### config.mk
export PLATFORM = sky130hd
export DESIGN_NAME = freq_meter_1s
export DESIGN_NICKNAME = d
export VERILOG_FILES = /design/src/rtl/freq_meter_1s.sv
export SDC_FILE = /design/constraint.sdc
export NUM_CORES = 1
export LEC_CHECK = 0
export BUFFER_PORTS_ARGS = -buffer_cell sky130_fd_sc_hd__buf_2
export CAP_MARGIN = 20
export CORE_UTILIZATION = 54
export CTS_BUF_LIST = sky130_fd_sc_hd__clkbuf_4
export DETAILED_ROUTE_END_ITERATION = 6
export GPL_ROUTABILITY_DRIVEN = 0
export PLACE_DENSITY = 0.78
export SLEW_MARGIN = 20
export SYNTH_ARGS = -nofsm -noshare
export SYNTH_HDL_FRONTEND = slang
export SYNTH_SLANG_ARGS = --single-unit
export TNS_END_PERCENT = 20
### constraint.sdc
create_clock -name clk -period 2.04 [get_ports clk]
set_input_delay 0.306 -clock clk [delete_from_list [all_inputs] [get_ports clk]]
set_output_delay 0.306 -clock clk [all_outputs]
set_load 0.05 [all_outputs]
### src/rtl/freq_meter_1s.sv
// freq_meter_1s: counts synchronized rising edges of sig_in between consecutive
// rising edges of tick_1s and hands the latched count to a reader via valid/ack.
// Optional min/max tracking of latched results is enabled by defining FREQ_MINMAX_EN.
module freq_meter_1s #(
  parameter int unsigned CNT_W       = 26,
  parameter int unsigned SYNC_STAGES = 2
) (
  input  logic             clk,
  input  logic             rst_n,
  input  logic             en,
  input  logic             sig_in,
  input  logic             tick_1s,
  input  logic             freq_ack,
  output logic [CNT_W-1:0] freq,
  output logic             freq_valid,
  output logic             freq_ovf,
  output logic             overrun,
  output logic             busy
`ifdef FREQ_MINMAX_EN
  ,
  input  logic             minmax_clr,
  output logic [CNT_W-1:0] freq_min,
  output logic [CNT_W-1:0] freq_max
`endif
);

  localparam logic [CNT_W-1:0] CNT_MAX = {CNT_W{1'b1}};

  typedef enum logic [1:0] {
    ST_IDLE  = 2'd0,
    ST_ARM   = 2'd1,
    ST_COUNT = 2'd2
  } state_e;

  state_e                 state_q;
  logic [SYNC_STAGES-1:0] sync_q;
  logic                   sig_prev_q;
  logic                   tick_prev_q;
  logic [CNT_W-1:0]       cnt_q;
  logic                   sat_q;
  logic [CNT_W-1:0]       freq_q;
  logic                   freq_valid_q;
  logic                   freq_ovf_q;
  logic                   overrun_q;
  logic                   busy_q;

  logic                   sig_rise;
  logic                   gate;
  logic                   latch;
  logic [CNT_W-1:0]       cnt_start_d;

  // Edge detects, latch strobe and window start value (coincident edge opens the new window)
  always_comb begin
    sig_rise    = sync_q[SYNC_STAGES-1] & ~sig_prev_q;
    gate        = tick_1s & ~tick_prev_q;
    latch       = en && (state_q == ST_COUNT) && gate;
    cnt_start_d = CNT_W'(sig_rise);
  end

  // Synchronizer for sig_in plus edge-detect history flops
  always_ff @(posedge clk or negedge rst_n) begin
    if (!rst_n) begin
      sync_q      <= '0;
      sig_prev_q  <= 1'b0;
      tick_prev_q <= 1'b0;
    end else begin
      sync_q      <= {sync_q[SYNC_STAGES-2:0], sig_in};
      sig_prev_q  <= sync_q[SYNC_STAGES-1];
      tick_prev_q <= tick_1s;
    end
  end

  // Measurement FSM and saturating edge counter
  always_ff @(posedge clk or negedge rst_n) begin
    if (!rst_n) begin
      state_q <= ST_IDLE;
      cnt_q   <= '0;
      sat_q   <= 1'b0;
      busy_q  <= 1'b0;
    end else if (!en) begin
      state_q <= ST_IDLE;
      cnt_q   <= '0;
      sat_q   <= 1'b0;
      busy_q  <= 1'b0;
    end else begin
      case (state_q)
        ST_IDLE: begin
          state_q <= ST_ARM;
          busy_q  <= 1'b0;
        end
        ST_ARM: begin
          if (gate) begin
            state_q <= ST_COUNT;
            busy_q  <= 1'b1;
            cnt_q   <= cnt_start_d;
            sat_q   <= 1'b0;
          end
        end
        ST_COUNT: begin
          if (gate) begin
            cnt_q <= cnt_start_d;
            sat_q <= 1'b0;
          end else if (sig_rise) begin
            if (cnt_q == CNT_MAX) begin
              sat_q <= 1'b1;
            end else begin
              cnt_q <= cnt_q + CNT_W'(1);
            end
          end
        end
        default: begin
          state_q <= ST_IDLE;
          busy_q  <= 1'b0;
        end
      endcase
    end
  end

  // Result latch and valid/ack/overrun handshake
  always_ff @(posedge clk or negedge rst_n) begin
    if (!rst_n) begin
      freq_q       <= '0;
      freq_valid_q <= 1'b0;
      freq_ovf_q   <= 1'b0;
      overrun_q    <= 1'b0;
    end else if (latch) begin
      freq_q       <= cnt_q;
      freq_ovf_q   <= sat_q;
      freq_valid_q <= 1'b1;
      if (freq_valid_q && !freq_ack) begin
        overrun_q <= 1'b1;
      end
    end else if (freq_ack && freq_valid_q) begin
      freq_valid_q <= 1'b0;
      overrun_q    <= 1'b0;
    end
  end

  assign freq       = freq_q;
  assign freq_valid = freq_valid_q;
  assign freq_ovf   = freq_ovf_q;
  assign overrun    = overrun_q;
  assign busy       = busy_q;

`ifdef FREQ_MINMAX_EN
  logic [CNT_W-1:0] freq_min_q;
  logic [CNT_W-1:0] freq_max_q;

  // Running min/max of latched results; clear parks them so the next latch loads both
  always_ff @(posedge clk or negedge rst_n) begin
    if (!rst_n) begin
      freq_min_q <= CNT_MAX;
      freq_max_q <= '0;
    end else if (latch) begin
      if (minmax_clr || (cnt_q < freq_min_q)) begin
        freq_min_q <= cnt_q;
      end
      if (minmax_clr || (cnt_q > freq_max_q)) begin
        freq_max_q <= cnt_q;
      end
    end else if (minmax_clr) begin
      freq_min_q <= CNT_MAX;
      freq_max_q <= '0;
    end
  end

  assign freq_min = freq_min_q;
  assign freq_max = freq_max_q;
`endif

endmodule
; ---- Yosys cells after proc, flatten, opt, wreduce, memory -nomap -nowiden
; Index checks and enable logic that the tools add are counted.
[op_classes]
n_addsub = 1
mul = 0
n_div = 0
magnitude_cmp = 0
eq_ne = 10
n_shift = 0
mux = 22
bitwise = 4
reduce_logical = 11
[ops]
columns = cell, n
row1 = $mux W26, 5
row2 = $pmux W26 S2, 1
row3 = $add A26 B1 Y26 const B, 1
row4 = $eq A26 B26 Y1 const B, 1
row5 = $mux W1, 11
row6 = $ne A4 B4 Y1 const B, 2
row7 = $reduce_and A4 Y1, 2
row8 = $pmux W2 S3, 1
row9 = $logic_and A1 B1 Y1, 4
row10 = $mux W2, 2
row11 = $ne A4 B3 Y1 const B, 1
row12 = $pmux W1 S2, 2
row13 = $reduce_and A2 Y1, 2
row14 = $ne A3 B1 Y1 const B, 1
row15 = $ne A3 B3 Y1 const B, 1
row16 = $and A1 B1 Y1, 2
row17 = $eq A2 B1 Y1 const B, 1
row18 = $eq A2 B2 Y1 const B, 1
row19 = $logic_not A2 Y1, 1
row20 = $ne A2 B1 Y1 const B, 1
row21 = $ne A2 B2 Y1 const B, 1
row22 = $not A1 Y1, 2
row23 = $reduce_bool A2 Y1, 1
row24 = $logic_not A1 Y1, 1
[totals]
regBits = 63
latchBits = 0
ramBits = 0
romBits = 0
input_bits = 6
output_inout_bits = 30
wordCells = 59
mem_count = 0

; ---- Longest topological paths before layout
; Gate-level depths: netlist of run 1.
[depth]
word_depth = 6
ltp_mapped = 8

; ---- Least setup slack after synthesis of run 1
; OpenSTA, ideal clock, no wires.
[synth_path]
path_kind = register to register
start = register cnt_q[0]
end = register cnt_q[9]
setup_time_ps = 124
arrival_time_ps = 1801
setup_slack_ps = 115
path_stages_with_launch = 9
period_less_slack_ps = 1925
path_cell_list = dfrtp_1 > ha_1 > and4_2 > nand4_4 > buf_6 > o21ba_1 > buf_6 > and3_4 > a211o_1
[synth_via]
elab_chain_len = 6
word_cells_on_any_way = 9
classes_between = 1 x add/sub / 2 x eq/ne / 5 x mux / 1 x reduce/logical
[synth_lines]
columns = element, line
row1 = from (decl), 39  ; logic [CNT_W-1:0] cnt_q;
row2 = from (signal assigned), 95  ; cnt_q <= cnt_start_d;
row3 = from (signal assigned), 101  ; cnt_q <= cnt_start_d;
row4 = from (signal assigned), 107  ; cnt_q <= cnt_q + CNT_W'(1);
row5 = $add A26 B1 Y26, 107
row6 = $mux W26, 104  ; if (cnt_q == CNT_MAX) begin
row7 = $mux W26, 103  ; end else if (sig_rise) begin
row8 = $mux W26, 100  ; if (gate) begin
row9 = $pmux W26 S2, 86  ; case (state_q)
row10 = $mux W26, 80  ; end else if (!en) begin
; Several ways; a longest one is shown, not always the timed one. The select of a mux whose other input is x is not followed.
; A chain may end at the register's enable or synchronous reset.

; ---- Final worst setup path of run 1
[layout_path]
start = register cnt_q[1]
end = register cnt_q[5]
; Same word-level chain as after synthesis.

==> impl_metrics.tcl, run 1 <==
set metrics [dict create \
    r2r_start "cnt_q[1]$_DFFE_PN0P_" \
    yosysMostFrequentCell "dfrtp_1" \
    die-height_um 76.7 \
    p_switching_mw 0.517 \
    min_path_cells 1 \
    setup_tns_ns 0 \
    seqPwrFrac_pct 57.9 \
    synthesis.nets 280 \
    dp_hpwl_um 4510 \
    crit_type "flip-flop to flip-flop" \
    power_frac_comb_pct 5.3 \
    hold_violations 0 \
    rsz0062_at_grt "yes" \
    drt-total-wl_um 6380 \
    cts_tree "built" \
    dp_slack_ns 0.0798 \
    placed_cell_area_sq_mm 0.00334 \
    cts_sinks 63 \
    cts_root_buffer "clkbuf_4" \
    synthXorXnorAreaFrac_pct 0 \
    die_w_um 76.7 \
    clk_latency_ns 0.42 \
    fmax_mhz 513 \
    hold_path_class "primary input to flip-flop" \
    area_delta_synth_final_pct 16.6 \
    n_antenna_cell 0 \
    synth_top_area_share_pct 52.4 \
    ys.flop_type "dfrtp_1" \
    core_sq_mm 0.00524 \
    synth_top_family_by_area "simple AND/OR/NAND/NOR gates" \
    worstHoldStart "tick_1s" \
    drive_gt1_share_pct 35.4 \
    grt_pass1_wl_um 10900 \
    skew_ns 0.0136 \
    r2r_end "cnt_q[5]$_DFFE_PN0P_" \
    critPathArrivalTime_ns 2.28 \
    reg2reg_depth 7 \
    ff_latch_area_sq_mm 0.00158 \
    finalWorstSetupSlack_ns 0.0893 \
    cp_max_fo 12 \
    gr-total-overflow 0 \
    finalCritPeriodShare_pct 95.6 \
    drt_iter0_drc 212 \
    postRouteAntennaNets 0 \
    setup_viol 0 \
    die-area_sq_mm 0.00588 \
    final_area_sq_mm 0.00351 \
    synth_area_sq_mm 0.00301 \
    grt_max_degree 39 \
    wire_per_inst_um 15.8 \
    drv_cap 0 \
    synthMuxAreaShare_pct 10.1 \
    slew_headroom_pct 68.0 \
    synth.distinct_cells 56 \
    ys_ff_latch 63 \
    firstDrtPassIters 4 \
    grt_usage_pct 24.2 \
    synth-simple-area-share_pct 18.3 \
    r2r_setup_slack_ns 0.09 \
    finalNetCount 335 \
    cts_max_level 3 \
    min_period_ns 1.95 \
    post-cts-setup-buffers 0 \
    status "completed" \
    clk_pin_slew_ns 0.10 \
    clockBufferDepth 2 \
    p_leak_nw 1.69 \
    crit_required_ns 2.37 \
    netlist_top_cells_count "63 x dfrtp_1, 27 x mux2_2, 20 x nand2_1, 15 x nor2_1, 14 x o21ai_0" \
    num_rows 26 \
    port_buffers 35 \
    yosys.area.top_type "dfrtp_1" \
    powerDensity_mw_per_mm2 623 \
    antenna_found_initial 0 \
    drc 0 \
    vias 2396 \
    multi_input_area_sq_mm 0.00134 \
    internal_power_mw 1.67 \
    synth.area.top_cells "dfrtp_1 52%, mux2_2 10%, nand2_1 2.5%" \
    min_to "tick_prev_q$_DFF_PN0_" \
    worst_setup_path_end_kind "flip-flop" \
    peakVddDrop_v 0.000574 \
    cts_buffers 9 \
    synth-compound-area-share_pct 15.2 \
    slew_violations 0 \
    ys.warnings.count 0 \
    synth_adder_area_share_pct 0.416 \
    synthArstFlopShare_pct 100 \
    swShare_pct 23.7 \
    syn_avg_cell_area_sq_um 11.0 \
    worst_slew_pin_slew_ns 0.481 \
    fillers 445 \
    synth-seq-area-share_pct 52.4 \
    viasPerCell 5.95 \
    grt_pass1_vias 2347 \
    syn-instance-count 273 \
    io_pins 36 \
    synth-edff-count 0 \
    critical_path.startpoint_type "flip-flop" \
    clkPwrFrac_pct 36.8 \
    start_util_pct 57.5 \
]
[cell families after synthesis]
group / Yosys count
adders and majority gates: 1
and+or+nand+nor: 95
buffers and inverters: 20
DFF: 63
AOI/OAI and AO/OA: 67
muxes: 27
[timing repair]
action,in CTS,in global routing
setup endpoints to repair,0,19
hold endpoints to repair,64,0
gates resized for setup,0,6
hold buffers,2,0
[area by class of cell]
class	count	area share (%)
clock buffer	10	2.14
clock inverter	6	1.46
inverter	6	0.642
multi-input combinational	190	38.3
sequential	63	44.9
tap	70	2.50
timing repair buffer	58	10.1
[critical path, cell delays in order, from the launching register on]
cell,delay (ns)
dfrtp_1,0.44
ha_1,0.21
and4_2,0.26
nand4_4,0.11
o21ai_2,0.08
buf_4,0.18
or3_1,0.35
o31ai_1,0.22
[cell usage in the layout (no fill, tap or decap), types with 3 or more instances in the layout]
cell type and n:
a21boi_0 4, a21oi_1 9, a2bb2oi_1 4, a31oi_1 8, and2_1 6, and3_2 3, buf_2 35, buf_4 21
clkbuf_4 10, clkinv_1 3, dfrtp_1 63, inv_1 6, mux2_2 27, nand2_1 19, nand3_1 13, nand4_1 6
nor2_1 15, nor2b_1 4, nor3_1 4, o211ai_1 4, o21ai_0 13, or3_1 7
[sequential cells by signal, summed over array words and instances, names as in the netlist]
signal / flops
sync_q: 2
busy: 1
freq: 26
sat_q: 1
tick_prev_q: 1
freq_ovf: 1
cnt_q: 26
freq_valid: 1
overrun: 1
sig_prev_q: 1
state_q: 2
[stage by stage]
stage	power (mW)	std cells	hold slack, ns	utilization, %
finish	2.18	403	0.0445	67.0
global route	2.27	403	0.0468	67.0
global placement	1.40	385	0.328	63.8
detailed placement	1.40	385	0.323	63.8
CTS	2.19	403	0.0397	66.6
floorplan	1.34	273	0.0104	-
[power by group through the flow]
stage	Sequential [mW]	Combinational [mW]	Clock (mW)
final	1.27	0.116	0.804
after global routing	1.27	0.129	0.873
after CTS	1.27	0.115	0.813
after detailed placement	1.29	0.112	0
after global placement	1.29	0.111	0
after floorplan	1.30	0.0446	0
[routing by layer]
layer / vias to the layer above / share of wire [%] / global-route usage [%]
met4: 0 / 2.4 / 13.5
met5: - / 0 / 0
met1: 1174 / 46 / 30.9
met3: 19 / 5.9 / 5.71
met2: 75 / 46 / 37.9
li1: 1128 / - / -
[how the worst max path moves through the flow]
stage	end	slack (ns)	startpoint
after floorplan	cnt_q[9]$_DFFE_PN0P_	0.11	cnt_q[0]$_DFFE_PN0P_
after global placement	cnt_q[7]$_DFFE_PN0P_	0.15	state_q[1]$_DFFE_PN0P_
after detailed placement	cnt_q[9]$_DFFE_PN0P_	0.08	state_q[1]$_DFFE_PN0P_
after CTS	cnt_q[9]$_DFFE_PN0P_	0.06	state_q[1]$_DFFE_PN0P_
after global routing	cnt_q[20]$_DFFE_PN0P_	-0.04	cnt_q[1]$_DFFE_PN0P_
final	cnt_q[5]$_DFFE_PN0P_	0.09	cnt_q[1]$_DFFE_PN0P_
No activity file was read; power rests on OpenSTA's default activity.
==> run 2: changes to the inputs <==
--- a/config.mk
+++ b/config.mk
@@ -5,13 +5,14 @@
 export SDC_FILE = /design/constraint.sdc
 export NUM_CORES = 1
 export LEC_CHECK = 0
+export ABC_AREA = 1
 export BUFFER_PORTS_ARGS = -buffer_cell sky130_fd_sc_hd__buf_2
 export CAP_MARGIN = 20
-export CORE_UTILIZATION = 54
+export CORE_UTILIZATION = 55
 export CTS_BUF_LIST = sky130_fd_sc_hd__clkbuf_4
 export DETAILED_ROUTE_END_ITERATION = 6
 export GPL_ROUTABILITY_DRIVEN = 0
-export PLACE_DENSITY = 0.78
+export PLACE_DENSITY = 0.79
 export SLEW_MARGIN = 20
 export SYNTH_ARGS = -nofsm -noshare
 export SYNTH_HDL_FRONTEND = slang
==> run 2 against run 1 <==
Clock power about the same. Synthesized cell count increased by 55%. Total power increased by 0.64%. Wire length increased by 7.1%. Combinational power increased by 11%. Sequential power about the same. Sequential share of layout area decreased by 2.5 points. Die area increased by 6.3%. Clock skew decreased by 0.0023 ns. Final area increased by 5.8%. Final cell count increased by 35%. Area after synthesis increased by 8.4%. Critical path type unchanged.
==> impl_metrics.tcl, run 2 <==
set metrics [dict create \
    yosysMostFrequentCell "nand2_1" \
    die-height_um 79.0 \
    skew_ns 0.0113 \
    wire_per_inst_um 12.5 \
    final_cell_mix "165 x nand2_1, 63 x dfrtp_1, 37 x nor2_1" \
    synthesis.nets 429 \
    final_area_sq_mm 0.00371 \
    whs_ns 0.165 \
    grt_usage_pct 24.6 \
    drv_cap 0 \
    worst_slew_pin_slew_ns 0.535 \
    critPathArrivalTime_ns 2.20 \
    min_path_cells 4 \
    p_leak_nw 1.95 \
    peakVddDrop_v 0.000426 \
    syn-instance-count 422 \
    grt_pass1_vias 2567 \
    dp_slack_ns 0.166 \
    finalNetCount 476 \
    cts_sinks 63 \
    crit_required_ns 2.34 \
    cts_max_level 3 \
    hold_violations 0 \
    status "completed" \
    timing.critical_path.cells "ha_1 > nand2_2 > nor2_4 > nand2_4 > nor2_8 > nand3_1 > nand2_1 > inv_1 > nand3_1 > nand2_1" \
    vias 2862 \
    drc 0 \
    max_stage_delay_ns 0.44 \
    worst_path_max_delay_cell "dfrtp_1" \
    viasPerCell 5.24 \
    netlist_top_cells_count "165 x nand2_1, 63 x dfrtp_1, 38 x nor2_1, 35 x inv_1, 34 x nand3_1" \
    area_delta_synth_final_pct 13.8 \
    powerDensity_mw_per_mm2 592 \
    crit_type "flip-flop to flip-flop" \
    synth_area_sq_mm 0.00326 \
    synthArstFlopShare_pct 100 \
    critical_path.startpoint_type "flip-flop" \
    ys_ff_latch 63 \
    cts_tree "built" \
    dp_hpwl_um 5010 \
    die-area_sq_mm 0.00624 \
    slew_headroom_pct 64.4 \
    clockBufferDepth 2 \
    cts_root_buffer "clkbuf_4" \
    syn_avg_cell_area_sq_um 7.73 \
    io_pins 36 \
    drt-total-wl_um 6830 \
    synth-seq-area-share_pct 48.3 \
    post-cts-setup-buffers 0 \
    antenna_found_initial 0 \
    num_rows 27 \
    firstDrtPassIters 4 \
    ys.warnings.count 0 \
    reg2reg_depth 10 \
    grt_max_degree 26 \
    grt_pass1_wl_um 11800 \
    port_buffers 35 \
    layout_commonest_cell "nand2_1" \
    min_period_ns 1.89 \
    start_util_pct 58.2 \
    fmax_mhz 528 \
    synth-edff-count 0 \
    synth.distinct_cells 34 \
    n_antenna_cell 0 \
    yosys.area.top_type "dfrtp_1" \
    drt_iter0_drc 209 \
    ys.flop_type "dfrtp_1" \
    finalCritPeriodShare_pct 92.8 \
    cp_max_fo 7 \
    synth.area.top_cells "dfrtp_1 48%, nand2_1 19%, nand3_1 5.2%" \
    clk_pin_slew_ns 0.10 \
    clk_latency_ns 0.41 \
    drive_gt1_share_pct 19.6 \
    die_w_um 79.0 \
    finalWorstSetupSlack_ns 0.147 \
    placed_cells 527 \
    cts_buffers 9 \
    stdcell_count 546 \
    core_sq_mm 0.00561 \
    setup_tns_ns 0 \
    postRouteAntennaNets 0 \
    hold_path_class "primary input to flip-flop" \
    rsz0062_at_grt "no" \
    slew_violations 0 \
    setup_viol 0 \
    synth_top_area_share_pct 48.3 \
    worst_setup_path_end_kind "flip-flop" \
    placed_cell_area_sq_mm 0.00354 \
    gr-total-overflow 0 \
]
run 2: changes by cell type after synthesis, moves of 4 or more:
| cell | delta |
|---|---|
| a2bb2oi_1 | -4 |
| a31oi_1 | -8 |
| inv_1 | +29 |
| mux2_2 | -27 |
| nand2_1 | +145 |
| nand3_1 | +21 |
| nand4_1 | -4 |
| nor2_1 | +23 |
| nor2b_1 | -4 |
| nor3_1 | -4 |
| o21ai_2 | +15 |
| or2_2 | +5 |
| or3_1 | -7 |
run 2: timing repair:
action                     in CTS  in global routing
hold endpoints to repair       25                  0
resized for setup               0                  2
hold buffers                    3                  0
setup endpoints to repair       0                 10
run 2: layer usage:
metal / vias to the layer above / global-route usage, % / part of all wire [%]
met5: - / 0 / 0
met4: 0 / 13.8 / 2.5
met3: 19 / 4.37 / 5.3
met2: 83 / 37.1 / 45
met1: 1325 / 33.5 / 48
li1: 1435 / - / -
run 2: through the flow:
step                power (mW)  utilization [%]
detailed placement        1.41             63.2
global route              2.28             66.2
floorplan                 1.36                -
CTS                       2.22             66.0
finish                    2.20             66.2
global placement          1.41             63.2
run 2: logic make-up after synthesis:
group	Yosys count	share of synthesized area, %
flops	63	48.3
fa+ha+maj	1	0.383
simple gates	257	33.9
buf+inv	48	6.59
compound gates	52	10.6
xor+xnor	1	0.268
run 2: worst paths after layout:
check                                startpoint                      to  slack (ns)
max reg2reg                cnt_q[0]$_DFFE_PN0P_   cnt_q[12]$_DFFE_PN0P_        0.15
max in group asynchronous                 rst_n   cnt_q[23]$_DFFE_PN0P_        0.98
min reg2reg                 sync_q[0]$_DFF_PN0_     sync_q[1]$_DFF_PN0_        0.36
min                                    freq_ack  freq_valid$_DFFE_PN0P_        0.16
max                        cnt_q[0]$_DFFE_PN0P_   cnt_q[12]$_DFFE_PN0P_        0.15
min in group asynchronous                 rst_n  freq_valid$_DFFE_PN0P_        0.39
run 2: layout make-up:
class                           instances  area (sq um)
Clock inverter                          6          51.3
Sequential cell                        63          1580
Timing Repair Buffer                   47           298
Clock buffer                           10          75.1
Multi-Input combinational cell        311          1480
Fill cell                             503          1900
Tap cell                               72          90.1
Inverter                               37           139
run 2: power by group:
| part | total (mW) | switching, mW | internal, mW |
|---|---|---|---|
| Clock | 0.806 | 0.434 | 0.372 |
| Combinational | 0.129 | 0.0892 | 0.0394 |
| Sequential | 1.26 | 0.00623 | 1.26 |
| Total | 2.20 | 0.530 | 1.67 |
run 2: critical path, delay by kind of cell, from the launching register on:
family                   cells  cell delay [ns]
AND/OR/NAND/NOR              8             1.00
flip-flops                   1             0.44
buffers and inverters        1             0.13
adder cells (fa/ha/maj)      1             0.21
==> run 3: changes to the inputs <==
--- a/config.mk
+++ b/config.mk
@@ -8,11 +8,11 @@
 export ABC_AREA = 1
 export BUFFER_PORTS_ARGS = -buffer_cell sky130_fd_sc_hd__buf_2
 export CAP_MARGIN = 20
-export CORE_UTILIZATION = 55
+export CORE_UTILIZATION = 65
 export CTS_BUF_LIST = sky130_fd_sc_hd__clkbuf_4
 export DETAILED_ROUTE_END_ITERATION = 6
 export GPL_ROUTABILITY_DRIVEN = 0
-export PLACE_DENSITY = 0.79
+export PLACE_DENSITY = 0.87
 export SLEW_MARGIN = 20
 export SYNTH_ARGS = -nofsm -noshare
 export SYNTH_HDL_FRONTEND = slang
==> constraint.sdc (replaced) <==
create_clock -name clk -period 2.3 [get_ports clk]
set_input_delay 0.345 -clock clk [delete_from_list [all_inputs] [get_ports clk]]
set_output_delay 0.345 -clock clk [all_outputs]
set_load 0.05 [all_outputs]
==> run 3 against run 2 <==
Final cell count is 1.5% lower. Combinational power shrank 19%. Clock power fell by 11%. Critical endpoint is now cnt_q[20]$_DFFE_PN0P_. Largest power group unchanged. Largest cell class unchanged. Setup slack better by 0.063 ns.
==> impl_metrics.tcl, run 3 (synthesized netlist as in run 2, its figures left out) <==
set metrics [dict create \
    placed_cells 520 \
    firstDrtPassIters 4 \
    drv_cap 0 \
    top_usage_layer "met2" \
    critPathArrivalTime_ns 2.43 \
    clk_pin_slew_ns 0.11 \
    placed_cell_area_sq_mm 0.00351 \
    die-height_um 72.9 \
    worst_setup_path_end_kind "flip-flop" \
    cpMostUsedCell "nand2_4" \
    rsz0062_at_grt "no" \
    worst_path_max_delay_cell "dfrtp_1" \
    slew_violations 0 \
    final_cell_mix "165 x nand2_1, 63 x dfrtp_1, 38 x nor2_1" \
    setup_viol 0 \
    use_met2_pct 47.7 \
    setup_tns_ns 0 \
    cts_sinks 63 \
    post-cts-setup-buffers 0 \
    num_rows 25 \
    port_buffers 35 \
    whs_ns 0.0494 \
    hold_path_class "primary input to flip-flop" \
    finalNetCount 473 \
    critPathTopFamily "simple AND/OR/NAND/NOR gates" \
    drt-total-wl_um 6860 \
    clk_latency_ns 0.41 \
    grt_pass1_wl_um 11700 \
    drc 0 \
    crit_required_ns 2.64 \
    crit_type "flip-flop to flip-flop" \
    met1_usage_pct 37.7 \
    min_period_ns 2.09 \
    die-area_sq_mm 0.00531 \
    drt_iter0_drc 272 \
    core_sq_mm 0.00479 \
    stdcell_count 538 \
    final_area_sq_mm 0.00366 \
    timing.critical_path.cells "ha_1 > nand2_2 > nor2_4 > nand2_4 > nor2_8 > nand4_4 > nand2_4 > buf_4 > nand2_1 > o21ai_2" \
    crit_buf_inv 1 \
    vias 2844 \
    grt_usage_pct 29.7 \
    peakVddDrop_v 0.000377 \
    slew_headroom_pct 72.2 \
    clockBufferDepth 2 \
    postRouteAntennaNets 0 \
    powerDensity_mw_per_mm2 531 \
    layout_commonest_cell "nand2_1" \
    cts_tree "built" \
    max_stage_delay_ns 0.46 \
    p_leak_nw 1.93 \
    wire_per_inst_um 12.8 \
    status "completed" \
    grt_max_degree 64 \
    die_w_um 72.9 \
    fmax_mhz 478 \
    dp_hpwl_um 4940 \
    viasPerCell 5.29 \
    cts_max_level 3 \
    hold_violations 0 \
    area_delta_synth_final_pct 12.1 \
    finalCritPeriodShare_pct 90.9 \
    cts_buffers 9 \
    use_met3_pct 8.84 \
    cp_max_fo 24 \
    antenna_found_initial 0 \
    cts_root_buffer "clkbuf_4" \
    skew_ns 0.0155 \
    grt_pass1_vias 2604 \
    gr-total-overflow 0 \
    start_util_pct 68.2 \
    worst_slew_pin_slew_ns 0.415 \
    power_mw 1.94 \
    n_antenna_cell 0 \
    drive_gt1_share_pct 19.1 \
    critical_path.startpoint_type "flip-flop" \
    io_pins 36 \
]
[run 3: worst paths after layout]
path | depth (start not counted) | start | endpoint | slack [ns]
worst min register to register | 0 | sync_q[0]$_DFF_PN0_ | sync_q[1]$_DFF_PN0_ | 0.37
worst max-delay path | 10 | cnt_q[0]$_DFFE_PN0P_ | cnt_q[20]$_DFFE_PN0P_ | 0.21
max in group asynchronous | 3 | rst_n | freq[16]$_DFFE_PN0P_ | 1.56
worst max register to register | 10 | cnt_q[0]$_DFFE_PN0P_ | cnt_q[20]$_DFFE_PN0P_ | 0.21
worst min-delay path | 1 | tick_1s | tick_prev_q$_DFF_PN0_ | 0.05
min in group asynchronous | 3 | rst_n | tick_prev_q$_DFF_PN0_ | 0.46
[run 3: per-layer routing]
metal / share of wire, % / vias up / routed length, um
li1: - / 1428 / -
met3: 6.2 / 15 / 424
met5: 0 / - / 0
met1: 46 / 1306 / 3130
met4: 1.9 / 0 / 133
met2: 46 / 95 / 3180
[run 3: metrics by stage]
stage,util (%),worst slack (ns)
floorplan,-,0.716
global placement,73.4,0.325
detailed placement,73.4,0.255
CTS,76.2,0.223
global route,76.4,0.0625
finish,76.4,0.210
[run 3: worst reg2reg max path: stages (launching register included)]
cell,delay [ns]
dfrtp_1,0.46
ha_1,0.22
nand2_2,0.08
nor2_4,0.21
nand2_4,0.11
nor2_8,0.16
nand4_4,0.10
nand2_4,0.27
buf_4,0.27
nand2_1,0.08
o21ai_2,0.06
[run 3: report_power, final]
group          switching (mW)  leakage, nW  total [mW]  internal [mW]
clock                   0.388       0.0727       0.717          0.330
sequential            0.00592        0.868        1.12           1.12
combinational          0.0776        0.987       0.104         0.0265
total                   0.471         1.93        1.94           1.47
[run 3: cell type report]
class | instances | area, sq um
clock buffer | 10 | 75.1
clock inverter | 6 | 51.3
fill | 361 | 1130
inverter | 37 | 139
multi-input combinational | 311 | 1470
sequential | 63 | 1580
tap | 67 | 83.8
timing repair buffer | 44 | 260
[run 3: timing repair]
| item | in CTS | in global routing |
|---|---|---|
| hold endpoints to repair | 63 | 1 |
| hold buffers | 1 | 1 |
| resized for setup | 0 | 0 |
